===== src/rtl/bitwise_cmd_queue.sv =====
// ---------------------------------------------------------------------------
// BitwiseCmdQueue (module bitwise_cmd_queue)
//
// Purpose:
//   Small command FIFO that sits in front of bitwise_operations. A valid/ready
//   producer pushes {a, b, op} commands. At most one command is issued per
//   clock onto registered a/b/op outputs, which drive bitwise_operations
//   directly. issue_valid flags the cycle after a fresh command was loaded.
//   stall holds issuing while the downstream is busy. Pushes keep landing
//   until the queue is full.
//
// Ports:
//   clk          in   clock, every register updates on the rising edge
//   rst_n        in   asynchronous active-low reset
//   in_valid     in   producer has a command this cycle
//   in_ready     out  queue can accept a command (not full)
//   in_a/in_b    in   command operands, WIDTH bits each
//   in_op        in   2-bit opcode, carried through untouched
//   stall        in   1 = hold issue this cycle
//   a/b/op       out  last issued command, held while idle
//   issue_valid  out  1 = a/b/op were loaded at the last edge
//   count        out  number of entries currently queued
//   issue_count  out  running total of issued commands, wraps silently
// ---------------------------------------------------------------------------
module bitwise_cmd_queue #(
    parameter int WIDTH = 7,
    parameter int DEPTH = 4,
    parameter int CNT_W = 8
) (
    input  logic                       clk,
    input  logic                       rst_n,
    input  logic                       in_valid,
    output logic                       in_ready,
    input  logic [WIDTH-1:0]           in_a,
    input  logic [WIDTH-1:0]           in_b,
    input  logic [1:0]                 in_op,
    input  logic                       stall,
    output logic [WIDTH-1:0]           a,
    output logic [WIDTH-1:0]           b,
    output logic [1:0]                 op,
    output logic                       issue_valid,
    output logic [$clog2(DEPTH):0]     count,
    output logic [CNT_W-1:0]           issue_count
);

    localparam int PTR_W    = $clog2(DEPTH);
    localparam int CNT_BITS = PTR_W + 1;

    // Command storage, one slot per entry.
    logic [WIDTH-1:0]    memA  [DEPTH];
    logic [WIDTH-1:0]    memB  [DEPTH];
    logic [1:0]          memOp [DEPTH];

    logic [PTR_W-1:0]    wrPtr_q, wrPtr_d;
    logic [PTR_W-1:0]    rdPtr_q, rdPtr_d;
    logic [CNT_BITS-1:0] count_q, count_d;
    logic [WIDTH-1:0]    a_q, a_d;
    logic [WIDTH-1:0]    b_q, b_d;
    logic [1:0]          op_q, op_d;
    logic                issueValid_q, issueValid_d;
    logic [CNT_W-1:0]    issueCount_q, issueCount_d;

    logic                doPush;
    logic                doPop;

    // Full is decided from the registered occupancy only, so in_ready has no
    // combinational dependence on in_valid or stall. A pop at the same edge
    // does not open a slot for a push; in_ready rises on the following cycle.
    assign in_ready = (count_q != CNT_BITS'(DEPTH));
    assign doPush   = in_valid && in_ready;
    assign doPop    = (count_q != '0) && !stall;

    // Next-state logic. DEPTH is a power of two, so the pointers wrap
    // naturally; count alone distinguishes full from empty. Issued operands
    // hold their last value whenever nothing is popped.
    always_comb begin
        wrPtr_d      = wrPtr_q;
        rdPtr_d      = rdPtr_q;
        count_d      = count_q;
        a_d          = a_q;
        b_d          = b_q;
        op_d         = op_q;
        issueValid_d = 1'b0;
        issueCount_d = issueCount_q;

        if (doPush) begin
            wrPtr_d = wrPtr_q + 1'b1;
        end

        if (doPop) begin
            rdPtr_d      = rdPtr_q + 1'b1;
            a_d          = memA[rdPtr_q];
            b_d          = memB[rdPtr_q];
            op_d         = memOp[rdPtr_q];
            issueValid_d = 1'b1;
            issueCount_d = issueCount_q + 1'b1;
        end

        case ({doPush, doPop})
            2'b10:   count_d = count_q + 1'b1;
            2'b01:   count_d = count_q - 1'b1;
            default: count_d = count_q;
        endcase
    end

    // Control and issue registers. Reset empties the queue by clearing the
    // pointers and count; any stale slot contents become unreachable.
    always_ff @(posedge clk or negedge rst_n) begin
        if (!rst_n) begin
            wrPtr_q      <= '0;
            rdPtr_q      <= '0;
            count_q      <= '0;
            a_q          <= '0;
            b_q          <= '0;
            op_q         <= '0;
            issueValid_q <= 1'b0;
            issueCount_q <= '0;
        end else begin
            wrPtr_q      <= wrPtr_d;
            rdPtr_q      <= rdPtr_d;
            count_q      <= count_d;
            a_q          <= a_d;
            b_q          <= b_d;
            op_q         <= op_d;
            issueValid_q <= issueValid_d;
            issueCount_q <= issueCount_d;
        end
    end

    // Storage array has no reset; occupancy guards every read, so an entry
    // is only ever read after it has been written.
    always_ff @(posedge clk) begin
        if (doPush) begin
            memA[wrPtr_q]  <= in_a;
            memB[wrPtr_q]  <= in_b;
            memOp[wrPtr_q] <= in_op;
        end
    end

    assign a           = a_q;
    assign b           = b_q;
    assign op          = op_q;
    assign issue_valid = issueValid_q;
    assign count       = count_q;
    assign issue_count = issueCount_q;

endmodule


===== config.mk =====
export PLATFORM = sky130hd
export DESIGN_NAME = bitwise_cmd_queue
export DESIGN_NICKNAME = d
export VERILOG_FILES = /design/src/rtl/bitwise_cmd_queue.sv
export SDC_FILE = /design/constraint.sdc
export NUM_CORES = 1
export LEC_CHECK = 0
export CAP_MARGIN = 20
export CORE_ASPECT_RATIO = 1.4
export CORE_MARGIN = 1.5
export CORE_UTILIZATION = 45
export CTS_CLUSTER_SIZE = 8
export DETAILED_ROUTE_END_ITERATION = 8
export PLACE_DENSITY = 0.74
export SYNTH_ARGS = -nofsm -noshare
export SYNTH_HDL_FRONTEND = slang
export SYNTH_SLANG_ARGS = --single-unit
export TNS_END_PERCENT = 5

===== constraint.sdc =====
create_clock -name clk -period 2.15 [get_ports clk]
set_input_delay 0.43 -clock clk [delete_from_list [all_inputs] [get_ports clk]]
set_output_delay 0.43 -clock clk [all_outputs]
set_load 0.005 [all_outputs]

==> results of run 1 <==
==> sequential cells by signal, indices dropped and copies added, names as in the netlist <==
name,count
memB,28
b,7
a,7
issue_valid,1
memA,28
wrPtr_q,2
memOp,8
issue_count,8
count,3
rdPtr_q,2
op,2
==> kinds of logic after synthesis <==
family | Yosys count | share of synthesized area [%]
XOR/XNOR | 13 | 3.01
multiplexers | 35 | 16.8
flip-flops | 96 | 72.0
adder cells (fa/ha/maj) | 7 | 2.52
buffers and inverters | 12 | 1.92
AND/OR/NAND/NOR | 21 | 3.67
==> stage by stage <==
| step | std cells | hold WS [ns] | setup TNS, ns | utilization (%) |
|---|---|---|---|---|
| 5_1_grt | 363 | 0.518 | 0 | 58.7 |
| 4_1_cts | 361 | 0.483 | 0 | 58.3 |
| 3_3_place_gp | 345 | 0.456 | 0 | 54.8 |
| 3_5_place_dp | 345 | 0.471 | -0.00759 | 54.8 |
| 2_1_floorplan | 184 | 0.134 | 0 | - |
| 6_report | 363 | 0.473 | 0 | 58.7 |
==> worst min-delay path by stage <==
stage	end	cells past startpoint	slack, ns	start
floorplan	a[0]$_DFFE_PN0P_	0	0.13	rst_n
finish	issue_count[7]$_DFFE_PN0P_	1	0.47	issue_count[7]$_DFFE_PN0P_
CTS	issue_count[7]$_DFFE_PN0P_	1	0.48	issue_count[7]$_DFFE_PN0P_
global placement	issue_count[7]$_DFFE_PN0P_	1	0.46	issue_count[7]$_DFFE_PN0P_
detailed placement	issue_count[7]$_DFFE_PN0P_	1	0.47	issue_count[7]$_DFFE_PN0P_
global route	issue_count[5]$_DFFE_PN0P_	1	0.52	issue_count[5]$_DFFE_PN0P_
==> placed cells by master (no fill, tap or decap), types with 2 or more instances in the layout <==
cell type	instances
edfxtp_1	64
clkdlybuf4s50_1	48
dfrtp_1	32
buf_4	19
xor2_1	11
mux2_4	9
mux2_2	9
clkbuf_16	9
mux4_2	8
mux4_1	8
ha_1	5
inv_1	4
and3_1	4
clkbuf_8	3
xnor2_1	2
nand3_1	2
nand2_1	2
nor3_1	2
nor2_1	2
nor3b_1	2
==> worst reg2reg max path, delay by kind of cell, from the launching register on <==
kind	cells	cell delay, ns
xor+xnor	2	0.29
fa+ha+maj	2	0.47
buf+inv	2	0.09
flops	1	0.37
simple gates	3	0.71
==> timing repair <==
item                                    4_1_cts  5_1_grt
setup buffers                                 0        2
endpoints found under the setup margin        0        1
hold buffers                                  0        0
gates resized for setup                       0        6
==> report_power, final <==
part	leakage (nW)	total [mW]	switching, mW	internal (mW)
Clock	0.139	1.49	0.618	0.872
Sequential	0.964	2.82	0.261	2.56
Combinational	0.731	2.26	0.882	1.38
==> per-layer routing <==
metal,vias up,GRT usage [%]
met5,-,0
met4,0,8.97
met3,8,3.20
met2,38,27.5
met1,978,18.5
li1,854,-
==> cell type report <==
cell class | instances | area share, %
Sequential cell | 96 | 56.9
Multi-Input combinational cell | 76 | 20.9
Timing Repair Buffer | 67 | 13.0
Clock buffer | 13 | 5.65
Tap cell | 102 | 2.67
Inverter | 6 | 0.523
Clock inverter | 3 | 0.340
==> qor.txt, run 1 <==
Commonest cells post-synth - 64 x edfxtp_1, 32 x dfrtp_1, 11 x xor2_1
Num CTS Buffers - 9
Critical path required time - 2.41 ns
Most common cell in the netlist - edfxtp_1
Hold WC Path Type - flip-flop to flip-flop
Pwr/cell area - 1370 mW/mm^2
Reg2reg end - count[2]$_DFFE_PN0P_
Nets - 283
Startpoint types - flip-flop
Cell repeated most along the worst path - xor2_1
Multi-input logic area - 0.00100 mm^2
Synth top area share - 50.8%
Reg2reg start - count[0]$_DFFE_PN0P_
Worst-Skew Late Latency - 0.34 ns
Minimum clock period - 2.02 ns
Core Box Area - 0.00815 mm^2
Most used DFF post-synth - edfxtp_1
Max Slew Vio Count - 0
Status - completed
Routed wire length on met3 - 167 um
Dpl ws - -0.00759 ns
Critical path buffer and inverter count - 2
First-pass GRT wire length - 10.3 mm
1st-iter DRT viols - 97
Share of layout cells above drive strength 1 - 25.7%
Crit share post-route - 93.9%
Leading area contributor after synthesis - edfxtp_1
Maximum number of pins on one net before global-route repair - 33
Worst path slowest cell - or3b_4
Vias - 1,878
Vias in the first global route - 2,049
MaxCap Viol Count - 0
Routed WL - 6.38 mm
WP depth - 9
Critical Path Sink - count[2]$_DFFE_PN0P_
Final setup margin - 0.131 ns
EDFF count, synth - 64
Max incr delay on CP - 0.41 ns
Row count - 39
Flop and latch count out of synthesis - 96
Initial antenna violation count - 0
Dpl cell area - 0.00447 mm^2
Synth-to-layout area growth - 26.6%
Synth Instances - 184
Final-report hold violation count - 0
Post-synthesis cell area - 0.00378 mm^2
Drt wl/cell - 17.6 um
Die Area - 0.00897 mm^2
CTS tree - built
Final setup fails - 0
Hpwl dp - 4.00 mm
Grt ovf - 0
Pre-Repair DR Iteration Count - 4
Initial core utilization - 46.4%
Crit path kind - flip-flop to flip-flop
R2R Setup Slk - 0.13 ns
# fillers - 621
Setup crit end kind - flip-flop
Post-route DRC - 0
H-Tree Depth - 3
Die W - 80.5 um
Cells along the critical path - or3b_4, and2_4, inv_4, ha_4, inv_2, fa_2, xor2_1, nor2_1, xor2_1
Post-route ant nets - 0
Routed wl met2 - 3.46 mm
CP top delay family - simple AND/OR/NAND/NOR gates
Sink Count - 96
CP Launch Point - count[0]$_DFFE_PN0P_
DIE HEIGHT - 111 um
Fmax - 495 MHz
Total power - 6.57 mW
Register area - 0.00272 mm^2
Finished Cell Area - 0.00479 mm^2
Highest routed layer - met4
Synth warn - 0
CTS max path bufs - 2
Clock-pin slew on the worst setup and hold paths - 0.06 ns
Crit path DAT - 2.28 ns
Async SR Flop Fraction - 33.3%
N_diodes - 0
Final Skew - 0.00605 ns
Sequential area share after synthesis - 72.0%
Gpl congestion - 0.791
Worst-Margin Slew - 0.428 ns
Max VDD drop - 0.000601 V
Ports - 49
RSZ-0062 raised after global routing - false
Vias per inst - 5.17
Unique masters post-synth - 28
Clk Tree Root Cell - clkbuf_16
Worst-path maximum fanout - 5
Wl on met1 - 2.60 mm
Avg Cell Area, Syn - 20.5 um^2
Port Buffers - 48
Syn nets - 211
R2R cell count - 9
Global-route usage over all layers - 16.1%
Synth top area cells - edfxtp_1 51%, dfrtp_1 21%, mux4_1 5.6%, mux4_2 4.8%, mux2_4 3.6%
Max_slew headroom - 71.5%
Leak Pwr - 1.83 nW
Power figures use the tool's default switching activity.
==> run 2, diff against run 1 <==
--- a/constraint.sdc
+++ b/constraint.sdc
@@ -3,2 +3,2 @@
 set_output_delay 0.43 -clock clk [all_outputs]
-set_load 0.005 [all_outputs]
+set_load 0.05 [all_outputs]
==> run 2 against run 1 <==
Worst setup slack got worse by 0.047 ns. Clock power about the same. Utilization decreased by 0.12 points. Total power rose by 15%. Via count decreased by 2.1%. Sequential cell count is the same. Global-route usage is 0.54 points lower. Sequential power about the same. Design area fell by 0.21%. Cell count is 0.83% lower. Combinational power up 40%.
==> qor.txt, run 2 (synthesis results as in run 1) <==
Status - completed
1st-iter DRT viols - 80 (-18%)
Final setup margin - 0.0838 ns (-0.0473 ns)
WHS - 0.463 ns (-0.0104 ns)
Final setup fails - 0 (unchanged)
Vias per inst - 5.11 (-1.3%)
Row count - 39 (unchanged)
H-Tree Depth - 3 (unchanged)
First-pass GRT wire length - 9.93 mm (-3.8%)
Hpwl dp - 3.97 mm (-0.68%)
Share of layout cells above drive strength 1 - 26.7% (+1.1 points)
Worst-Skew Late Latency - 0.34 ns (about the same)
Drt wl/cell - 17.0 um (-3.3%)
Dpl cell area - 0.00449 mm^2 (+0.48%)
Initial antenna violation count - 0 (unchanged)
Leak Pwr - 1.83 nW (-0.34%)
Max VDD drop - 0.000877 V (+46%)
Routed WL - 6.12 mm (-4.1%)
Maximum number of pins on one net before global-route repair - 33 (unchanged)
N_diodes - 0 (unchanged)
Num CTS Buffers - 9 (unchanged)
Vias - 1,839 (-2.1%)
Post-route ant nets - 0 (unchanged)
Synth-to-layout area growth - 26.4%
Dpl ws - 0.0298 ns (+0.0374 ns)
Minimum clock period - 2.07 ns (+0.0473 ns)
RSZ-0062 raised after global routing - false
Startpoint types - flip-flop
Grt ovf - 0 (unchanged)
Sink Count - 96 (unchanged)
Pwr/cell area - 1580 mW/mm^2 (+15%)
Final Skew - 0.00727 ns (+0.00122 ns)
CTS resizes - 0 (unchanged)
Global-route usage over all layers - 15.5% (-0.54 points)
Max Slew Vio Count - 0 (unchanged)
Vias in the first global route - 1,968 (-4.0%)
Die Area - 0.00897 mm^2 (unchanged)
Nets - 280 (-1.1%)
Ports - 49 (unchanged)
Pre-Repair DR Iteration Count - 6 (+2)
Clock-pin slew on the worst setup and hold paths - 0.06 ns (about the same)
Worst-path maximum fanout - 4 (-1)
Port Buffers - 48 (unchanged)
DIE HEIGHT - 111 um (unchanged)
Core Box Area - 0.00815 mm^2 (unchanged)
Post-route DRC - 0 (unchanged)
MaxCap Viol Count - 0 (unchanged)
Final-report hold violation count - 0 (unchanged)
Crit path DAT - 1.64 ns (-0.64 ns)
Max_slew headroom - 66.3% (-5.2 points)
Setup tns final - 0 ns (unchanged)
Hold WC Path Type - flip-flop to flip-flop
CTS max path bufs - 2 (unchanged)
CTS tree - built
Crit path kind - flip-flop to output port
Setup crit end kind - output port
Finished Cell Area - 0.00478 mm^2 (-0.21%)
Commonest non-fill, non-tap cell in the layout - edfxtp_1
Commonest non-fill, non-tap cells in the layout - 64 x edfxtp_1, 47 x clkdlybuf4s50_1, 29 x dfrtp_1
Largest registers - memA x28, memB x28
Clk Tree Root Cell - clkbuf_16
Critical path required time - 1.72 ns (-0.69 ns)
Crit share post-route - 96.1% (+2.2 points)
Initial core utilization - 46.4% (unchanged)
Total power - 7.53 mW (+15%)
Die W - 80.5 um (unchanged)
Gpl congestion - 0.770 (-2.7%)
# fillers - 599 (-3.5%)
Fmax - 484 MHz (-2.3%)
Worst-Margin Slew - 0.503 ns (+0.0757 ns)
[run 2: changes by cell type in the layout (fill, tap and decap cells not counted), moves of 3 or more]
cell	change
dfrtp_1	-3
dfrtp_2	+3
clkbuf_8	-3
clkinv_2	+3
buf_4	-3
[run 2: critical path, stage by stage, from the launching register on]
cell and delay (ns):
dfrtp_2 0.35, buf_4 0.14, clkdlybuf4s50_1 0.81
[run 2: area by class of cell]
| class | count | area (um^2) | area share [%] |
|---|---|---|---|
| multi-input combinational | 76 | 1000 | 21.0 |
| inverter | 6 | 22.5 | 0.471 |
| clock inverter | 7 | 62.6 | 1.31 |
| clock buffer | 9 | 225 | 4.71 |
| timing repair buffer | 64 | 611 | 12.8 |
| tap | 102 | 128 | 2.67 |
| sequential | 96 | 2730 | 57.1 |
[run 2: final timing paths]
check / from / endpoint / slack, ns / cells after the start
min in group asynchronous: rst_n / wrPtr_q[1]$_DFFE_PN0P_ / 0.49 / 2
min: issue_count[7]$_DFFE_PN0P_ / issue_count[7]$_DFFE_PN0P_ / 0.46 / 1
max: count[0]$_DFFE_PN0P_ / count[0] / 0.08 / 2
max in group asynchronous: rst_n / count[2]$_DFFE_PN0P_ / 1.34 / 2
min reg2reg: issue_count[7]$_DFFE_PN0P_ / issue_count[7]$_DFFE_PN0P_ / 0.46 / 1
max reg2reg: count[1]$_DFFE_PN0P_ / count[2]$_DFFE_PN0P_ / 0.11 / 9
[run 2: per-layer routing]
metal	wire length, um	track usage (%)	part of all wire (%)
met1	2340	17.0	38
met2	3440	27.6	56
met3	149	1.97	2.4
met4	191	10.0	3.1
met5	0	0	0
[run 2: what timing repair did]
item | CTS | global route
endpoints found under the setup margin | 0 | 1
hold buffers | 0 | 0
buffers inserted | 0 | 0
hold endpoints to repair | 0 | 0
[run 2: stage by stage]
step                      util (%)  std cells
after floorplan                  -        184
after global placement        55.1        344
after detailed placement      55.1        344
after CTS                     58.6        360
after global routing          58.6        360
final                         58.6        360
[run 2: power by group]
group	internal (mW)	leakage, nW	total (mW)	switching, mW
registers	2.56	0.961	2.83	0.273
clock network	0.889	0.146	1.52	0.629
logic	1.38	0.720	3.17	1.80
total	4.83	1.83	7.53	2.70
